`config.mk`:
```
export PLATFORM = sky130hd
export DESIGN_NAME = reaction_ctrl
export DESIGN_NICKNAME = d
export VERILOG_FILES = /design/src/rtl/reaction_pkg.sv /design/src/rtl/ms_prescaler.sv /design/src/rtl/reaction_ctrl.sv
export SDC_FILE = /design/constraint.sdc
export NUM_CORES = 1
export LEC_CHECK = 0
export CAP_MARGIN = 20
export CORE_MARGIN = 10
export CORE_UTILIZATION = 48
export CTS_CLUSTER_SIZE = 10
export DETAILED_ROUTE_END_ITERATION = 16
export PLACE_DENSITY = 0.73
export SETUP_SLACK_MARGIN = 0.05
export SLEW_MARGIN = 20
export SYNTH_ARGS = -nofsm -noshare
export SYNTH_HDL_FRONTEND = slang
export SYNTH_HIERARCHICAL = 1
export SYNTH_SLANG_ARGS = --single-unit
```
`constraint.sdc`:
```
create_clock -name clk -period 3.7 [get_ports clk]
set_input_delay 0.925 -clock clk [delete_from_list [all_inputs] [get_ports clk]]
set_output_delay 0.925 -clock clk [all_outputs]
set_load 0.02 [all_outputs]
```
`src/rtl/reaction_pkg.sv`:
```
// Shared types and constants for the F1 reaction-time controller.
package reaction_pkg;

  typedef enum logic [2:0] {
    IDLE,
    ARM,
    SEQ,
    TIMING,
    DONE,
    FAULT
  } state_t;

  localparam logic [7:0]  LIGHTS_ALL_ON = 8'hFF;
  localparam logic [7:0]  LIGHTS_OFF    = 8'h00;
  localparam logic [15:0] MS_SAT        = 16'hFFFF;

endpackage

```
`src/rtl/ms_prescaler.sv`:
```
// Divides clk by MS_DIV while enabled; ms_tick is high during the last
// enabled cycle of each millisecond, so the owner can count it at the wrap edge.
module ms_prescaler #(
  parameter int MS_DIV = 1000
) (
  input  logic clk,
  input  logic rst,
  input  logic clr,
  input  logic en,
  output logic ms_tick
);

  localparam int CW = (MS_DIV > 2) ? $clog2(MS_DIV) : 1;
  localparam logic [CW-1:0] LAST = CW'(MS_DIV - 1);

  logic [CW-1:0] cnt;

  assign ms_tick = en && (cnt == LAST);

  always_ff @(posedge clk) begin
    if (rst || clr) begin
      cnt <= '0;
    end else if (en) begin
      cnt <= ms_tick ? '0 : cnt + CW'(1);
    end
  end

endmodule

```
`src/rtl/reaction_ctrl.sv`:
```
// Game sequencer: triggers the start lights, times the player's reaction in ms,
// flags jump starts and time-outs. Define BEST_TIME_EN to keep the best time.
module reaction_ctrl
  import reaction_pkg::*;
#(
  parameter int MS_DIV     = 1000,
  parameter int TIMEOUT_MS = 2000
) (
  input  logic        clk,
  input  logic        rst,
  input  logic        start,
  input  logic        btn,
  input  logic [7:0]  lights,
  output logic        trigger,
  output logic        busy,
  output logic [15:0] react_ms,
  output logic        result_valid,
  output logic        jump_start,
  output logic        timeout,
  output logic [15:0] best_ms
);

  state_t      state;
  state_t      state_nxt;
  logic        btn_q;
  logic [7:0]  lights_q;
  logic        press;
  logic        lights_out;
  logic        ms_tick;
  logic [15:0] ms_cnt;
  logic [15:0] ms_next;
  logic        hit_timeout;

  assign press       = btn & ~btn_q;
  assign lights_out  = (lights_q == LIGHTS_ALL_ON) && (lights == LIGHTS_OFF);
  // ms_next already includes the millisecond completing this cycle, so a
  // press after exactly k*MS_DIV timing cycles reports k.
  assign ms_next     = ms_cnt + {15'd0, ms_tick};
  assign hit_timeout = (ms_next == 16'(TIMEOUT_MS));

  ms_prescaler #(.MS_DIV(MS_DIV)) u_prescaler (
    .clk     (clk),
    .rst     (rst),
    .clr     (state != TIMING),
    .en      (state == TIMING),
    .ms_tick (ms_tick)
  );

  always_comb begin
    state_nxt = state;
    case (state)
      IDLE:        if (start) state_nxt = ARM;
      ARM:         state_nxt = SEQ;
      SEQ: begin
        if (press)           state_nxt = FAULT;
        else if (lights_out) state_nxt = TIMING;
      end
      TIMING:      if (press || hit_timeout) state_nxt = DONE;
      DONE, FAULT: if (start) state_nxt = ARM;
      default:     state_nxt = IDLE;
    endcase
  end

  always_ff @(posedge clk) begin
    if (rst) begin
      state        <= IDLE;
      btn_q        <= 1'b0;
      lights_q     <= 8'h00;
      ms_cnt       <= 16'd0;
      react_ms     <= 16'h0000;
      trigger      <= 1'b0;
      busy         <= 1'b0;
      result_valid <= 1'b0;
      jump_start   <= 1'b0;
      timeout      <= 1'b0;
    end else begin
      btn_q        <= btn;
      lights_q     <= lights;
      state        <= state_nxt;
      trigger      <= (state_nxt == ARM);
      busy         <= (state_nxt inside {ARM, SEQ, TIMING});
      result_valid <= (state_nxt == DONE);
      jump_start   <= (state_nxt == FAULT);

      if (state == SEQ) begin
        ms_cnt <= 16'd0;
      end else if (state == TIMING) begin
        ms_cnt <= ms_next;
      end

      if (state == TIMING && state_nxt == DONE) begin
        if (press) begin
          react_ms <= ms_next;
          timeout  <= 1'b0;
        end else begin
          react_ms <= MS_SAT;
          timeout  <= 1'b1;
        end
      end else if (state_nxt != DONE) begin
        timeout <= 1'b0;
      end
    end
  end

`ifdef BEST_TIME_EN
  always_ff @(posedge clk) begin
    if (rst) begin
      best_ms <= MS_SAT;
    end else if (state == TIMING && press && ms_next < best_ms) begin
      best_ms <= ms_next;
    end
  end
`else
  assign best_ms = MS_SAT;
`endif

endmodule

```
==> metrics.md, run 1 <==
| Metric | Value |
|---|---|
| Fmax | 0.297 GHz |
| Synth top area cells | dfxtp_1, nor2_1, buf_4, xor2_1, xnor2_1 |
| Critical path type | flop to flop |
| Antenna violations before repair | 0 |
| Worst Setup SP | state[1] |
| H-tree depth | 3 |
| CP Data Arrival Time | 3.60 ns |
| Top-area cell type share of the netlist area | 0.394 |
| Critical path peak fanout | 17 |
| Final Hold Fails | 0 |
| Die X | 99.0 um |
| Ys Warns | 6 |
| Nets | 398 |
| Reg clk slew, reported paths | 0.07 ns |
| Area growth syn-to-layout | 18.4% |
| GR Util met3 | 0.0503 |
| Largest family of logic cells by synthesized area | simple AND/OR/NAND/NOR gates |
| GR Util met1 | 0.163 |
| Reg-to-Reg Start | state[1] |
| Multi-input gate area | 1670 um^2 |
| Pre-antenna DRT Iters | 4 |
| Critical path required time | 3.94 ns |
| Area leader, netlist | dfxtp_1 |
| # diodes | 0 |
| Final setup fails | 0 |
| Die Ht | ~100 um |
| CTS tree | done |
| Sequential element share of the synthesized area | 0.394 |
| Synth async-reset ratio | 0 |
| Yosys cell types | 60 |
| Starting density of the core | 0.500 |
| Fin area | 3550 um^2 |
| Max VDD drop | 0.000258 V |
| Routed wire length | 6950 um |
| Pin count of the biggest net entering global routing | 31 |
| Vias | approximately 2,600 |
| Layout cells sized above 1 | 0.127 |
| Final worst path period share | 0.909 |
| Outcome | complete, no violations |
| Simple-Gate Fraction of Synth Area | 0.289 |
| Antenna-violating nets left | 0 |
| Crit start category | flop |
| GP Congestion | 0.876 |
| Slew Limit Fails | 0 |
| Post-synthesis mux area share | 0.00668 |
| Total of max-cap violations | 0 |
| Hold/Removal Path Class | flop to flop |
| Setup_tns | 0 ns |
| Relative slew slack | 0.618 |
| R2r worst-path depth | 15 |
| Core Box Area | between 5000 and 6000 um^2 |
| TritonCTS Sinks | 59 |
| Clk_skew | approximately 0.0095 ns |
| Hold depth | 2 |
| Least-Margin Pin Slew | ~0.57 ns |
| RSZ-0062 raised after global routing | false |
| Wirelength per Cell | 15.0 um |
| I/O Pins | 49 |
| Remaining Overflow, GRT | 0 |
| Synth Area in XOR/XNOR | 0.0701 |
| Placed cell area | between 3000 and 4000 um^2 |
| Crit. End Element | flop |
| Synth Instances | roughly 350 |
| IO buf count | 32 |
| FILL cells | 530 |
| Worst Hold Launch | react_ms[3] |
| Adder-cell share of the synthesized area | 0.0125 |
| Via density | approximately 5.6 |
| Busiest grt layer | met2 |
| Total track usage | 0.141 |
| First-pass GRT wire length | 11,600 um |
| Most frequent cells in the layout | dfxtp_1, nor2_1, clkdlybuf4s50_1 |
| CTS buffer count | 9 |
| Sequential cell area | 1180 um^2 |
| Avg Cell Area, Syn | about 8.5 um^2 |
| Leak pwr | 1.21 nW |
| Final min period | about 3.4 ns |
| Vias in the first global route | 2,417 |
| Main synth FF type | dfxtp_1 |
| Tot Pwr | 1.34 mW |
| Root Buffer | clkbuf_8 |
| Estimated wirelength of the detail-placed design | between 4000 and 5000 um |
| CTS Buffer Depth | 2 |
| Die area | 9810 um^2 |
| Num rows | 28 |
| Met2 Track Usage GR | 0.225 |
| Post-synthesis compound-gate area fraction | 0.145 |
| Clk_lat worst skew | 0.34 ns |
| PwrDens | approximately 380 nW/um^2 |
| Leading cell type in the layout, fill and taps excluded | dfxtp_1 |
| Number of synthesized flops with an enable pin | 0 |
| #FFs+latches synth | between 50 and 60 |
| Remaining DRCs | 0 |
| Iteration-0 DRC Markers | 141 |
| Synth Cell Area | 3000 um^2 |
flip-flops by register name, indices dropped and copies added (netlist names):
register and cells:
result_valid 1, timeout 1, busy 1, u_prescaler/cnt 10
trigger 1, react_ms 16, btn_q 1, ms_cnt 16
jump_start 1, lights_q 8, state 3
layer usage:
layer | part of all wire | wire length, um
met2 | 0.48 | 3350
met3 | 0.068 | 474
met5 | 0 | 0
met4 | 0.028 | 191
met1 | 0.42 | 2930
timing repair:
item                                    4_1_cts  5_1_grt
resized for setup                             0        5
endpoints found under the hold margin         0        0
setup buffers                                 0        2
hold buffers                                  0        0
endpoints found under the setup margin        0       22
layout make-up:
class,instances,area share
Tap cell,75,0.0264
Multi-Input combinational cell,265,0.470
Sequential cell,59,0.333
Timing Repair Buffer,40,0.107
Inverter,8,0.00846
Clock buffer,13,0.0448
Clock inverter,2,0.00987
Yosys cell counts (all sizes together) (3+ instances only):
| library cell | n |
|---|---|
| a211oi | 3 |
| a21o | 5 |
| a21oi | 15 |
| a221oi | 9 |
| a31oi | 3 |
| buf | 23 |
| clkbuf | 14 |
| dfxtp | 59 |
| ha | 3 |
| inv | 8 |
| nand2 | 22 |
| nand3 | 16 |
| nand3b | 3 |
| nand4 | 14 |
| nor2 | 51 |
| nor2b | 10 |
| nor3 | 11 |
| nor4 | 9 |
| o21ai | 10 |
| o31a | 3 |
| or3 | 8 |
| or4 | 3 |
| xnor2 | 11 |
| xor2 | 13 |
kinds of logic after synthesis:
kind of cell | after synthesis
simple gates | 161
compound gates | 59
flops | 59
buf+inv | 45
xor+xnor | 24
fa+ha+maj | 3
mux | 2
other cells | 1
critical path, cell delays in order, from the launching register on:
cell and delay [ns]:
dfxtp_2 0.39, nand2_1 0.10, or2_1 0.23, inv_1 0.06, and2_2 0.16, nand4_1 0.16, nor2_2 0.21, ha_4 0.20
ha_2 0.24, nand3_1 0.13, nor4_2 0.28, xor2_1 0.15, nor4_2 0.32, nand4_2 0.12, buf_4 0.21, a221oi_1 0.27
power breakdown:
part / total [mW] / internal (mW) / switching, mW
combinational: 0.103 / 0.0396 / 0.0635
sequential: 0.657 / 0.649 / 0.00840
clock: 0.581 / 0.343 / 0.238
total: 1.34 / 1.03 / 0.310
through the flow:
step / setup slack, ns / instances / hold slack [ns] / util
after floorplan: 0.0825 / 369 / 0.443 / -
after global placement: 0.282 / 445 / 0.456 / 0.553
after detailed placement: 0.142 / 445 / 0.485 / 0.553
after CTS: 0.118 / 460 / 0.493 / 0.586
after global routing: 0.0955 / 462 / 0.534 / 0.593
final: 0.337 / 462 / 0.508 / 0.593
worst paths after layout:
kind,end,slack (ns)
setup / recovery,react_ms[15],0.34
hold / removal,react_ms[3],0.51
setup reg to reg,react_ms[15],0.34
hold reg to reg,react_ms[3],0.51
No activity file was read; power rests on OpenSTA's default activity.
==> inputs of run 2 (changes only) <==
--- a/config.mk
+++ b/config.mk
@@ -8,6 +8,7 @@
 export CAP_MARGIN = 20
 export CORE_MARGIN = 10
 export CORE_UTILIZATION = 48
+export CTS_BUF_LIST = sky130_fd_sc_hd__clkbuf_16
 export CTS_CLUSTER_SIZE = 10
 export DETAILED_ROUTE_END_ITERATION = 16
 export PLACE_DENSITY = 0.73
==> constraint.sdc (replaced) <==
create_clock -name clk -period 2.9 [get_ports clk]
set_input_delay 0.725 -clock clk [delete_from_list [all_inputs] [get_ports clk]]
set_output_delay 0.725 -clock clk [all_outputs]
set_load 0.02 [all_outputs]
==> metrics.md, run 2 (same netlist as run 1, synthesis figures left out) <==
| Metric | Value |
|---|---|
| Post-placement setup slack | -0.118 ns (-0.260 ns) |
| RSZ-0062 raised after global routing | true |
| Hold buffer count at cts | 0 (unchanged) |
| Remaining Overflow, GRT | 0 (unchanged) |
| R2R Setup Slk | -0.22 ns (-0.55 ns) |
| Fmax | 0.321 GHz (+7.9%) |
| Setup_tns | -2.83 ns (-2.83 ns) |
| Most frequent cells in the layout | dfxtp_1, buf_4, nor2_1 |
| Pin count of the biggest net entering global routing | 31 (unchanged) |
| Area growth syn-to-layout | 46.5% |
| Hold/Removal Path Class | flop to flop |
| Total of max-cap violations | 0 (unchanged) |
| Estimated wirelength of the detail-placed design | 5300 um (+8.5%) |
| Crit start category | flop |
| Total track usage | 0.170 (+0.0287) |
| GP Congestion | 0.862 (-1.7%) |
| Least-Margin Pin Slew | 0.517 ns (-0.0550 ns) |
| Routed wire length | 8900 um (+28%) |
| Num rows | 28 (unchanged) |
| Pre-antenna DRT Iters | 4 (unchanged) |
| Worst Hold Launch | ms_cnt[0] |
| Via density | 5.58 (+0.29%) |
| Final min period | 3.12 ns (-0.245 ns) |
| Setup ws final | -0.217 ns (-0.555 ns) |
| Nets | 448 (+13%) |
| Relative slew slack | 0.653 (+0.0354) |
| Failing checks | negative setup slack |
| Clk_lat worst skew | 0.33 ns (about the same) |
| # diodes | 0 (unchanged) |
| FILL cells | 420 (-21%) |
| Die area | 9810 um^2 (unchanged) |
| TritonCTS Sinks | 59 (unchanged) |
| Multi-input gate area | 1980 um^2 (+19%) |
| Crit. End Element | flop |
| Critical path peak fanout | 5 (-12) |
| CTS Buffer Depth | 2 (unchanged) |
| I/O Pins | 49 (unchanged) |
| Hold path endpoint | ms_cnt[0] |
| PwrDens | 475 nW/um^2 (+26%) |
| Reg-to-Reg Start | state[1] |
| Reg clk slew, reported paths | 0.05 ns (-0.02 ns) |
| Remaining DRCs | 0 (unchanged) |
| Outcome | complete, but fails checks |
| Sequential cell area | 1180 um^2 (unchanged) |
| Antenna violations before repair | 0 (unchanged) |
| H-tree depth | 3 (unchanged) |
| Critical path type | flop to flop |
| Vias | 2,863 (+11%) |
| Core Box Area | 5990 um^2 (unchanged) |
| Die X | 99.0 um (unchanged) |
| Vias in the first global route | 2,787 (+15%) |
| R2r worst-path depth | 14 (-1) |
| Die Ht | 99.0 um (unchanged) |
| Hold depth | 2 (unchanged) |
| First-pass GRT wire length | 13,700 um (+18%) |
| Iteration-0 DRC Markers | 189 (+34%) |
| Max VDD drop | 0.000592 V (+130%) |
| Starting density of the core | 0.500 (unchanged) |
| Worst Setup SP | state[1] |
| Root Buffer | clkbuf_16 |
| CTS tree | done |
| CP Data Arrival Time | 3.32 ns (-0.28 ns) |
| Wirelength per Cell | 17.3 um (+15%) |
| Top flop regs | ms_cnt: 16 flops, react_ms: 16 flops, u_prescaler/cnt: 10 flops |
| Final core utilization | 0.733 (+0.141) |
| Final setup fails | 21 (+21) |
| Clk_skew | 0.00608 ns (-0.00345 ns) |
| IO buf count | 32 (unchanged) |
| Slew Limit Fails | 0 (unchanged) |
| Final Hold Fails | 0 (unchanged) |
| Layout cells sized above 1 | 0.299 (+0.172) |
| Leading cell type in the layout, fill and taps excluded | dfxtp_1 |
| Antenna-violating nets left | 0 (unchanged) |
| Final worst path period share | 1.07 (+0.166) |
| Leak pwr | 1.59 nW (+31%) |
| Reg2reg end | busy |
| Critical path required time | 3.11 ns (-0.83 ns) |
| CTS buffer count | 9 (unchanged) |
[run 2: cell types whose count changed in the layout (fill, tap and decap cells not counted), moves of 3 or more]
cell / delta
a21oi_1: -4
a21oi_2: +4
a221oi_1: -7
a221oi_2: +6
buf_4: +45
buf_6: +3
clkbuf_16: +9
clkbuf_8: -11
clkinv_1: +3
nor4_1: -4
nor4_4: +5
[run 2: worst max path at each step]
stage               cells past startpoint      endpoint
finish                                 14          busy
global route                           15       timeout
CTS                                    14          busy
detailed placement                     14   react_ms[5]
global placement                       13  react_ms[13]
floorplan                              17   react_ms[8]
[run 2: metrics by stage]
stage	power [mW]	instances	hold WS, ns	area, um^2
floorplan	0.960	369	0.475	3190
global placement	0.993	473	0.482	3640
detailed placement	0.995	473	0.494	3640
CTS	2.09	509	0.501	4230
global route	2.14	513	0.532	4390
finish	2.09	513	0.504	4390
[run 2: layout make-up]
type | instances | area share
repair buffers | 90 | 0.180
multi-input cells | 265 | 0.452
well taps | 75 | 0.0214
flip-flops and latches | 59 | 0.269
clock buffers | 9 | 0.0513
inverters | 8 | 0.00684
clock inverters | 7 | 0.0191
[run 2: what timing repair did]
item / 4_1_cts / 5_1_grt
buffers inserted: 20 / 6
gates resized for setup: 19 / 23
cloned: 0 / 0
setup endpoints to repair: 19 / 27
pin swaps: 11 / 14
[run 2: power breakdown]
group / internal (mW) / total [mW] / switching [mW] / leakage (nW)
sequential: 0.829 / 0.837 / 0.00759 / 0.479
clock: 0.740 / 1.09 / 0.354 / 0.153
combinational: 0.0618 / 0.154 / 0.0927 / 0.957
total: 1.63 / 2.09 / 0.455 / 1.59
[run 2: critical path, cell delays in order, from the launching register on]
cell and delay (ns):
dfxtp_2 0.34, nand2_2 0.05, or2_4 0.23, inv_2 0.06
and2_4 0.13, nand4_1 0.14, nor2_4 0.17, ha_4 0.20
ha_4 0.17, and3_4 0.24, nand3_4 0.11, xor2_4 0.21
nor4b_2 0.30, nand4_1 0.27, o31a_1 0.36
[run 2: layer usage]
layer / part of all wire / wire length [um] / up-vias / global-route usage
met5: 0 / 0 / - / 0
met4: 0.022 / 196 / 0 / 0.0650
met3: 0.058 / 519 / 22 / 0.0531
met2: 0.53 / 4720 / 95 / 0.302
met1: 0.39 / 3460 / 1361 / 0.183
li1: - / - / 1385 / -
==> inputs of run 3 (changes only) <==
--- a/config.mk
+++ b/config.mk
@@ -6,7 +6,6 @@
 export NUM_CORES = 1
 export LEC_CHECK = 0
 export CAP_MARGIN = 20
-export CORE_MARGIN = 10
 export CORE_UTILIZATION = 48
 export CTS_BUF_LIST = sky130_fd_sc_hd__clkbuf_16
 export CTS_CLUSTER_SIZE = 10
==> metrics.md, run 3 (same netlist as run 1, synthesis figures left out) <==
| Metric | Value |
|---|---|
| Outcome | complete, but fails checks |
| Failing checks | negative setup slack |
| Reg clk slew, reported paths | 0.05 ns (about the same) |
| Wirelength per Cell | 15.5 um (-11%) |
| Total track usage | 0.238 (+0.0682) |
| Remaining Overflow, GRT | 0 (unchanged) |
| Die Ht | 81.0 um (-18%) |
| Final core utilization | 0.703 (-0.0299) |
| Final setup fails | 22 (+4.8%) |
| Pre-antenna DRT Iters | 4 (unchanged) |
| Final worst path period share | 1.04 (-0.0342) |
| PwrDens | 496 nW/um^2 (+4.6%) |
| Final Hold Fails | 0 (unchanged) |
| Final min period | 3.02 ns (-0.0992 ns) |
| Layout cells sized above 1 | 0.255 (-0.0438) |
| Setup ws final | -0.118 ns (+0.0992 ns) |
| Fmax | 0.331 GHz (+3.3%) |
| Post-placement setup slack | -0.121 ns (-0.00272 ns) |
| Least-Margin Pin Slew | 0.579 ns (+0.0627 ns) |
| Num rows | 28 (unchanged) |
| Antenna-violating nets left | 0 (unchanged) |
| Vias in the first global route | 2,532 (-9.1%) |
| Clk_lat worst skew | 0.32 ns (about the same) |
| Clk_skew | 0.00670 ns (+0.000625 ns) |
| Critical path required time | 3.10 ns (about the same) |
| Most frequent cells in the layout | dfxtp_1, nor2_1, buf_4 |
| Routed wire length | 7720 um (-13%) |
| I/O Pins | 49 (unchanged) |
| Core Box Area | 5960 um^2 (-0.58%) |
| CTS Buffer Depth | 2 (unchanged) |
| Vias | 2,759 (-3.6%) |
| Nets | 433 (-3.3%) |
| Critical path type | flop to flop |
| Worst Setup SP | state[0] |
| # diodes | 0 (unchanged) |
| Relative slew slack | 0.614 (-0.0393) |
| Leading cell type in the layout, fill and taps excluded | dfxtp_1 |
| Estimated wirelength of the detail-placed design | 4820 um (-8.9%) |
| CP Data Arrival Time | 3.22 ns (-0.10 ns) |
| IO buf count | 32 (unchanged) |
| CTS tree | done |
| Slew Limit Fails | 0 (unchanged) |
| Die X | 81.0 um (-18%) |
| Tot Pwr | 2.08 mW (-0.30%) |
| Top flop regs | ms_cnt: 16 flops, react_ms: 16 flops, u_prescaler/cnt: 10 flops |
| Worst Hold Launch | ms_cnt[0] |
| RSZ-0062 raised after global routing | true |
| H-tree depth | 3 (unchanged) |
| GP Congestion | 0.936 (+8.6%) |
| GR Util met3 | 0.0685 (+0.0155) |
| Starting density of the core | 0.503 (+0.00294) |
| TritonCTS Sinks | 59 (unchanged) |
| First-pass GRT wire length | 11,800 um (-14%) |
| Leak pwr | 1.51 nW (-5.0%) |
| Crit start category | flop |
| Via density | 5.54 (-0.73%) |
| Min Hold Slack | 0.501 ns (-0.00317 ns) |
| Die area | 6570 um^2 (-33%) |
| Met2 Track Usage GR | 0.403 (+0.101) |
| Hold/Removal Path Class | flop to flop |
| Area growth syn-to-layout | 39.7% |
| CTS buffer count | 9 (unchanged) |
| Max VDD drop | 0.000433 V (-27%) |
| Antenna violations before repair | 0 (unchanged) |
| Critical path peak fanout | 5 (unchanged) |
| Pin count of the biggest net entering global routing | 31 (unchanged) |
| Busiest grt layer | met2 |
| Total of max-cap violations | 0 (unchanged) |
| Reg-to-Reg Start | state[0] |
| GR Util met1 | 0.285 (+0.102) |
| Iteration-0 DRC Markers | 162 (-14%) |
| Root Buffer | clkbuf_16 |
| Crit. End Element | flop |
| Remaining DRCs | 0 (unchanged) |
run 3: layer usage:
metal  wire length, um  part of all wire  up-vias
met2              4080              0.53       83
met5                 0                 0        -
met3               332             0.043       11
li1                  -                 -     1350
met1              3190              0.41     1315
met4               110             0.014        0
run 3: critical path, stage by stage (launching register included):
cell and delay [ns]:
dfxtp_2 0.33, nand2_2 0.06, or2_4 0.23, inv_2 0.05
and2_4 0.13, nand4_1 0.14, nor2_4 0.17, ha_4 0.18
ha_4 0.16, nand3_4 0.09, nor4_4 0.41, xor2_2 0.17
nor4_1 0.20, nand4_1 0.26, o31a_1 0.30
run 3: layout make-up:
class	count	area [um^2]
multi-input combinational	265	1880
fill	436	1770
sequential	59	1180
timing repair buffer	75	689
clock buffer	9	225
tap	75	93.8
clock inverter	7	85.1
inverter	8	30.0
run 3: worst paths after layout:
| path | end | slack, ns | cells after the start |
|---|---|---|---|
| setup reg to reg | state[1] | -0.12 | 14 |
| hold / removal | ms_cnt[0] | 0.50 | 2 |
| hold reg to reg | ms_cnt[0] | 0.50 | 2 |
| setup / recovery | state[1] | -0.12 | 14 |
run 3: repair_timing:
item | CTS | global route
hold buffers | 0 | 0
resized for setup | 7 | 16
setup buffers | 4 | 4
cloned | 0 | 1
pin swaps | 9 | 13
setup endpoints to repair | 23 | 23
run 3: metrics by stage:
stage	setup TNS, ns	std cells	cell area, um^2
floorplan	-5.65	369	3190
global placement	-0.105	473	3660
detailed placement	-0.688	473	3660
CTS	-0.0784	493	4050
global route	-4.57	498	4190
finish	-1.55	498	4190
run 3: report_power, final:
group	switching, mW	leakage [nW]	total (mW)	internal, mW
sequential	0.00727	0.479	0.836	0.829
clock	0.355	0.159	1.10	0.741
combinational	0.0874	0.872	0.146	0.0591
total	0.450	1.51	2.08	1.63
